File: config.mk
export PLATFORM = sky130hd
export DESIGN_NAME = coef_fetch_seq_flat
export DESIGN_NICKNAME = d
export VERILOG_FILES = /design/src/rtl/coef_fetch_seq_if.sv /design/src/rtl/coef_fetch_seq.sv /design/src/flat_wrapper.sv
export SDC_FILE = /design/constraint.sdc
export NUM_CORES = 1
export LEC_CHECK = 0
export BUFFER_PORTS_ARGS = -buffer_cell sky130_fd_sc_hd__buf_4
export CAP_MARGIN = 5
export CORE_MARGIN = 2
export CORE_UTILIZATION = 42
export CTS_CLUSTER_SIZE = 12
export DETAILED_ROUTE_END_ITERATION = 10
export GPL_TIMING_DRIVEN = 0
export PLACE_DENSITY = 0.8
export SLEW_MARGIN = 20
export SYNTH_ARGS = -nofsm -noshare
export SYNTH_HDL_FRONTEND = slang
export SYNTH_SLANG_ARGS = --single-unit
File: constraint.sdc
create_clock -name clock -period 1.7 [get_ports clock]
set_clock_uncertainty 0.2 [all_clocks]
set_input_delay 0 -clock clock [delete_from_list [all_inputs] [get_ports clock]]
set_output_delay 0 -clock clock [all_outputs]
set_load 0.05 [all_outputs]
File: src/rtl/coef_fetch_seq_if.sv
// coef_fetch_seq_if: start/status, coefficient ROM read port and MAC coefficient stream
interface coef_fetch_seq_if #(
  parameter int DWIDTH = 16,
  parameter int NTAPS = 16,
  parameter int NBANDS = 4
);
  logic start;
  logic [$clog2(NBANDS)-1:0] band;
  logic busy;
  logic done;
  logic err;
  logic rom_rd;
  logic [31:0] rom_addr;
  logic [DWIDTH-1:0] rom_data;
  logic [DWIDTH-1:0] coef;
  logic coef_valid;
  logic coef_ready;
  logic [$clog2(NTAPS)-1:0] tap;
  modport master (
    input start, band, rom_data, coef_ready,
    output busy, done, err, rom_rd, rom_addr, coef, coef_valid, tap
  );
  modport slave (
    output start, band, rom_data, coef_ready,
    input busy, done, err, rom_rd, rom_addr, coef, coef_valid, tap
  );
endinterface

File: src/rtl/coef_fetch_seq.sv
// coef_fetch_seq: fetches one band of coefficients from the ROM and streams them over valid/ready
module coef_fetch_seq #(
  parameter int DWIDTH = 16,
  parameter int NTAPS = 16,
  parameter int NBANDS = 4
) (
  input logic clock,
  input logic reset,
  coef_fetch_seq_if.master bus
);
  localparam int AW = $clog2(NTAPS * NBANDS);
  localparam int TW = $clog2(NTAPS);
  localparam int CW = $clog2(NTAPS + 1);
  localparam int BW1 = $clog2(NBANDS) + 1;
  typedef enum logic [1:0] {IDLE, FETCH, DONE} state_t;
  state_t state_q, state_d;
  logic [AW-1:0] base_q, base_d;
  logic [CW-1:0] issue_q, issue_d, acc_q, acc_d;
  logic [TW-1:0] tap_q, tap_d;
  logic valid_q, valid_d, err_q, err_d;
  logic start_ok, band_ok, go, accept, last;
  if (NTAPS * NBANDS > 64) begin : g_depth_check
    $error("NTAPS*NBANDS exceeds the 64-word coefficient ROM");
  end
  always_comb begin
    start_ok = state_q == IDLE && bus.start;
    band_ok = {1'b0, bus.band} < BW1'(NBANDS);
    go = start_ok && band_ok;
    accept = valid_q && bus.coef_ready;
    last = accept && acc_q == CW'(NTAPS - 1);
    bus.rom_rd = state_q == FETCH && issue_q < CW'(NTAPS) && (!valid_q || bus.coef_ready);
    bus.rom_addr = 32'(base_q + AW'(issue_q));
    err_d = start_ok && !band_ok;
    state_d = go ? FETCH : last ? DONE : state_q == DONE ? IDLE : state_q;
    base_d = go ? AW'(bus.band) * AW'(NTAPS) : base_q;
    issue_d = go ? '0 : bus.rom_rd ? issue_q + CW'(1) : issue_q;
    acc_d = go ? '0 : accept ? acc_q + CW'(1) : acc_q;
    valid_d = bus.rom_rd ? 1'b1 : bus.coef_ready ? 1'b0 : valid_q;
    tap_d = bus.rom_rd ? TW'(issue_q) : tap_q;
    bus.busy = state_q == FETCH;
    bus.done = state_q == DONE;
    bus.err = err_q;
    bus.coef = bus.rom_data;
    bus.coef_valid = valid_q;
    bus.tap = tap_q;
  end
  always_ff @(posedge clock) begin
    if (reset) begin
      state_q <= IDLE;
      base_q <= '0;
      issue_q <= '0;
      acc_q <= '0;
      tap_q <= '0;
      valid_q <= 1'b0;
      err_q <= 1'b0;
    end else begin
      state_q <= state_d;
      base_q <= base_d;
      issue_q <= issue_d;
      acc_q <= acc_d;
      tap_q <= tap_d;
      valid_q <= valid_d;
      err_q <= err_d;
    end
  end
endmodule

File: src/flat_wrapper.sv
// flat-port wrapper written by rule: the top's interface ports become plain ports
module coef_fetch_seq_flat 
#(
  parameter int DWIDTH = 16,
  parameter int NTAPS = 16,
  parameter int NBANDS = 4
)
  (clock, reset, bus_start, bus_band, bus_rom_data, bus_coef_ready, bus_busy, bus_done, bus_err, bus_rom_rd, bus_rom_addr, bus_coef, bus_coef_valid, bus_tap);
  coef_fetch_seq_if #(.DWIDTH(DWIDTH), .NTAPS(NTAPS), .NBANDS(NBANDS)) bus_i ();
  input logic clock;
  input logic reset;
  input wire logic [$bits(bus_i.start)-1:0] bus_start;
  input wire logic [$bits(bus_i.band)-1:0] bus_band;
  input wire logic [$bits(bus_i.rom_data)-1:0] bus_rom_data;
  input wire logic [$bits(bus_i.coef_ready)-1:0] bus_coef_ready;
  output wire logic [$bits(bus_i.busy)-1:0] bus_busy;
  output wire logic [$bits(bus_i.done)-1:0] bus_done;
  output wire logic [$bits(bus_i.err)-1:0] bus_err;
  output wire logic [$bits(bus_i.rom_rd)-1:0] bus_rom_rd;
  output wire logic [$bits(bus_i.rom_addr)-1:0] bus_rom_addr;
  output wire logic [$bits(bus_i.coef)-1:0] bus_coef;
  output wire logic [$bits(bus_i.coef_valid)-1:0] bus_coef_valid;
  output wire logic [$bits(bus_i.tap)-1:0] bus_tap;
  assign bus_i.start = bus_start;
  assign bus_i.band = bus_band;
  assign bus_i.rom_data = bus_rom_data;
  assign bus_i.coef_ready = bus_coef_ready;
  assign bus_busy = bus_i.busy;
  assign bus_done = bus_i.done;
  assign bus_err = bus_i.err;
  assign bus_rom_rd = bus_i.rom_rd;
  assign bus_rom_addr = bus_i.rom_addr;
  assign bus_coef = bus_i.coef;
  assign bus_coef_valid = bus_i.coef_valid;
  assign bus_tap = bus_i.tap;
  coef_fetch_seq #(.DWIDTH(DWIDTH), .NTAPS(NTAPS), .NBANDS(NBANDS)) u_core (.clock(clock), .reset(reset), .bus(bus_i));
endmodule
# Word level (Yosys, flattened, before mapping)
# Cells that the tools add are included.
[totals]
output_inout_bits = 57
in_bits = 22
ff_bits = 19
elab_cells = 31
[classes]
n_reduce_logical = 12
add_sub_neg = 3
eq_ne = 3
n_mux = 5
order_cmp = 1
[ops]
columns = ["cell", "n"]
rows = [
  ["$add A5 B1 Y5 const B", 2],
  ["$add A6 B5 Y7", 1],
  ["$eq A5 B4 Y1 const B", 1],
  ["$logic_and A1 B1 Y1", 5],
  ["$lt A5 B5 Y1 const B", 1],
  ["$mux W2", 2],
  ["$reduce_bool A2 Y1", 2],
  ["$mux W1", 3],
  ["$reduce_bool A3 Y1", 1],
  ["$eq A2 B1 Y1 const B", 1],
  ["$eq A2 B2 Y1 const B", 1],
  ["$logic_not A2 Y1", 1],
  ["$reduce_or A2 Y1", 1],
  ["$logic_not A1 Y1", 1],
  ["$logic_or A1 B1 Y1", 1],
]

# Depth between registers and ports, before layout
[logic_depth]
depth_word = 4
ltp_mapped = 6
ltp_nobuf = 6

# Worst setup path before layout
# OpenSTA, ideal clock, no wires.
[synth_path]
path_type = "flip-flop to output port"
start = "register u_core.valid_q (netlist: u_core.bus.coef_valid)"
end = "output bus_rom_rd"
path_stages_with_launch = 4
path_slack_ns = -0.108
t_arrival_ns = 1.608
path_buffers = 1
required_time_ns = 1.500
cell_sequence = "dfxtp_1 nor2b_1 clkbuf_1 nor2_1"
[synth_via]
elab_chain_len = 3
[synth_rtl]
columns = ["item", "line_no", "text"]
rows = [
  ["start: declaration", "coef_fetch_seq.sv:20", "logic valid_q, valid_d, err_q, err_d;"],
  ["start signal: assignment", "coef_fetch_seq.sv:62", "valid_q <= valid_d;"],
  ["$logic_not A1 Y1", "coef_fetch_seq.sv:31", "bus.rom_rd = state_q == FETCH && issue_q < CW'(NTAPS) && (!valid_q || bus.coef_ready);"],
  ["$logic_or A1 B1 Y1", "coef_fetch_seq.sv:31", ""],
  ["$logic_and A1 B1 Y1", "coef_fetch_seq.sv:31", ""],
  ["end: declaration", "flat_wrapper.sv:19", "output wire logic [$bits(bus_i.rom_rd)-1:0] bus_rom_rd;"],
]
# Every way passes these cells.

# Worst setup path in the final report
[layout_path]
start = "register u_core.state_q[0]"
end = "output bus_rom_rd"
[layout_via]
elab_chain_len = 3
[layout_rtl]
columns = ["item", "line_no", "text"]
rows = [
  ["start: declaration", "coef_fetch_seq.sv:16", "state_t state_q, state_d;"],
  ["start signal: assignment", "coef_fetch_seq.sv:57", "state_q <= state_d;"],
  ["$eq A2 B1 Y1", "coef_fetch_seq.sv:31", ""],
  ["$logic_and A1 B1 Y1 (2 in series)", "coef_fetch_seq.sv:31", ""],
]
# Every way passes these cells.

==> results.cfg <==
[timing]
slew_violations = 0
finalCritPeriodShare_pct = 97.18
rsz0062_at_grt = yes
hold_slack_ns = 0.05368
fin_ws_ns = 0.04800
hold_viol = 0
timing.fmax_mhz = 605.3
finalSetupTns_ns = 0
post-route-min-period_ns = 1.652
setup_violations = 0
tightest_slew_ns = 0.5241
max-slew-margin-rel_pct = 64.98

[final_layout]
fill_cells = 256
syn_to_final_growth_pct = 40.98
layout_common_cells = 79 x buf_4, 26 x conb_1, 15 x dfxtp_1, 13 x a21oi_1, 9 x nand3_1
final_cell_area_mm2 = 0.001692
n_antenna_cell = 0
num-nets-final = 238
drive_gt1_share_pct = 45.71
mostFrequentLayoutCell = buf_4

[yosys]
synth_top_area_share_pct = 31.70
synth-seq-area-share_pct = 31.70
ys_top_cells_by_area = dfxtp_1 32%, buf_4 29%, a21oi_1 5.4%, ha_1 5.2%, nand3_1 3.8%
synthesis.area_mm2 = 0.001200
synth_top_area_cell = dfxtp_1
synth_seq_cells = 19
ys_warn_count = 0
synth_cell_types = 32
syn_inst = 142
avgSynthCellArea_um2 = 8.450

[floorplan]
row_count = 19
dieWidth_um = 57.45
core_mm2 = 0.002734
start_util_pct = 43.89
io-pin-count = 79
die_area_mm2 = 0.003301
die_h_um = 57.45

[clocking]
cts_buffers = 3
cts_tree = built
htree_levels = 1
cts_setup_buffers = 0
path_clk_slew_ns = 0.10
clock_sinks = 19
cts_buffer_depth = 2
insertion_delay_ns = 0.30
root_buffer = clkbuf_4

[pwr]
pwr-share-clk_pct = 19.7
p_int_w = 0.0006939
p_per_area_mw_per_mm2 = 674.9
p_sw_w = 0.0004478
p_comb_share_pct = 39.3
sw_frac_of_total_pct = 39.22
seqPwrFrac_pct = 41.0
p_leak_nw = 0.8602
ir_drop_mv = 0.5311

[min_path]
hold_end = bus_coef[10]
whs_path_depth = 2
hp-class = in -> out
min-delay-start = bus_rom_data[10]

[critical_path]
cpMaxStageDelayCell = dfxtp_4
r2r-start = u_core.state_q[0]
crit_start = u_core.state_q[0]
reg2reg_depth = 4
crit_top_cell = buf_6
reg2reg_to = u_core.issue_q[0]
crit_chain = or3b_4 > buf_6 > nor2_4 > buf_6
cpPeakStageDelay_ns = 0.39
rrSetupSlack_ns = 0.08
crit_path_end_kind = output pin
crit_fanout = 10
path_class = reg -> out
cp.required_ns = 1.50
path_delay_family = simple AND/OR/NAND/NOR gates
worst_setup_path_start_kind = register
crit_buf_inv = 2
crit_arrival_ns = 1.45

[place]
io_buffers = 34
gp_congestion = 0.8239
dpl.hpwl_mm = 1.721
place_area_mm2 = 0.001592
place_ws_ns = 0.02696

[route]
drt_wl_total_mm = 2.215
drc = 0
dr.first_iter.drc_count = 5
wl_per_cell_um = 9.191
dr.pass1.iters = 4
vias = 1053
ant_nets = 0
via_per_inst = 4.369

[grt]
use_met2_pct = 21.59
grt_usage_pct = 12.78
use_met3_pct = 4.762
grt_pass1_wl_mm = 3.298
grt_antenna_before_repair = 0
gr-max-usage-layer = met2
met1_usage_pct = 14.69
grt_max_degree = 11
gr-total-overflow = 0
grt_pass1_vias = 802

[job]
drv_cap = 0

[run_status]
outcome = complete, no violations
power by group through the flow:
stage	combinational, W	clock [W]	sequential (W)
4_1_cts	0.000444	0.000235	0.000468
6_report	0.000449	0.000225	0.000468
3_5_place_dp	0.000432	0	0.000478
5_1_grt	0.000469	0.000254	0.000470
3_3_place_gp	0.000430	0	0.000478
2_1_floorplan	0.000364	0	0.000483
repair_timing:
item,CTS,global route
endpoints found under the setup margin,1,11
resized for setup,3,6
endpoints found under the hold margin,12,0
hold buffers,5,0
worst max-delay path by stage:
stage	endpoint	slack, ns	depth (start not counted)
3_5_place_dp	u_core.acc_q[2]	0.03	4
5_1_grt	bus_rom_rd	-0.02	4
3_3_place_gp	u_core.acc_q[0]	0.04	4
6_report	bus_rom_rd	0.05	4
2_1_floorplan	u_core.issue_q[0]	0.12	4
4_1_cts	bus_rom_rd	0.002	4
area by class of cell:
type                       count  area, um2  area share (%)
tap                           31      38.79           2.293
clock buffer                   4      26.28           1.553
multi-input combinational     94      544.3           32.17
inverter                       3      11.26          0.6657
buffer                        51      374.1           22.12
timing repair buffer          39      309.0           18.27
sequential                    19      387.9           22.93
routing by layer:
| layer | up-vias | share of wire [%] |
|---|---|---|
| met2 | 45 | 50 |
| met3 | 4 | 9.5 |
| met5 | - | 0 |
| met4 | 0 | 0.86 |
| li1 | 544 | - |
| met1 | 460 | 39 |
worst reg2reg max path, cell delays in order, from the launching register on:
cell	delay, ns
dfxtp_4	0.39
or3b_4	0.39
buf_6	0.15
or3_1	0.32
a21oi_2	0.13
flip-flops by register name, indices dropped and copies added, names as in the netlist:
register / count
u_core.acc_q: 5
u_core.issue_q: 5
u_core.bus.tap: 4
u_core.base_q: 2
u_core.state_q: 2
u_core.bus.coef_valid: 1
synthesized netlist by cell type:
library cell / instances
or4_1: 2
ha_1: 5
nand2b_1: 1
nand4b_1: 1
buf_2: 1
a41oi_1: 1
nand2_1: 3
o21ai_0: 7
xor2_1: 2
and2b_2: 1
or3b_1: 1
a21oi_2: 1
buf_1: 1
a311oi_1: 1
clkbuf_1: 2
nand3_1: 9
and2_1: 1
conb_1: 1
inv_1: 3
nor2b_1: 1
or2b_1: 1
a21oi_1: 13
buf_4: 46
nor3b_1: 2
mux2i_1: 2
and3_1: 1
dfxtp_1: 19
nor2_1: 7
or2_2: 1
buf_6: 1
or3_1: 2
o31ai_1: 2
per-stage QoR:
| step | cells | util (%) | total power, W |
|---|---|---|---|
| 2_1_floorplan | 167 | - | 0.0008473 |
| 3_3_place_gp | 232 | 58.22 | 0.0009085 |
| 3_5_place_dp | 232 | 58.22 | 0.0009104 |
| 4_1_cts | 241 | 61.24 | 0.001147 |
| 5_1_grt | 241 | 61.88 | 0.001193 |
| 6_report | 241 | 61.88 | 0.001142 |
cell families (layout without fill, tap and decap cells):
family                   count (synthesis)  after routing  synth area share, %
multiplexers                             2              2                1.668
XOR/XNOR                                 2              2                1.460
buffers and inverters                   54             97                32.01
other                                    1             26               0.3125
AND/OR/NAND/NOR                         34             34                15.85
flip-flops                              19             19                31.70
adder cells (fa/ha/maj)                  5              5                5.214
AO/OA/AOI/OAI                           25             25                11.78
No activity file was read; power rests on OpenSTA's default activity.
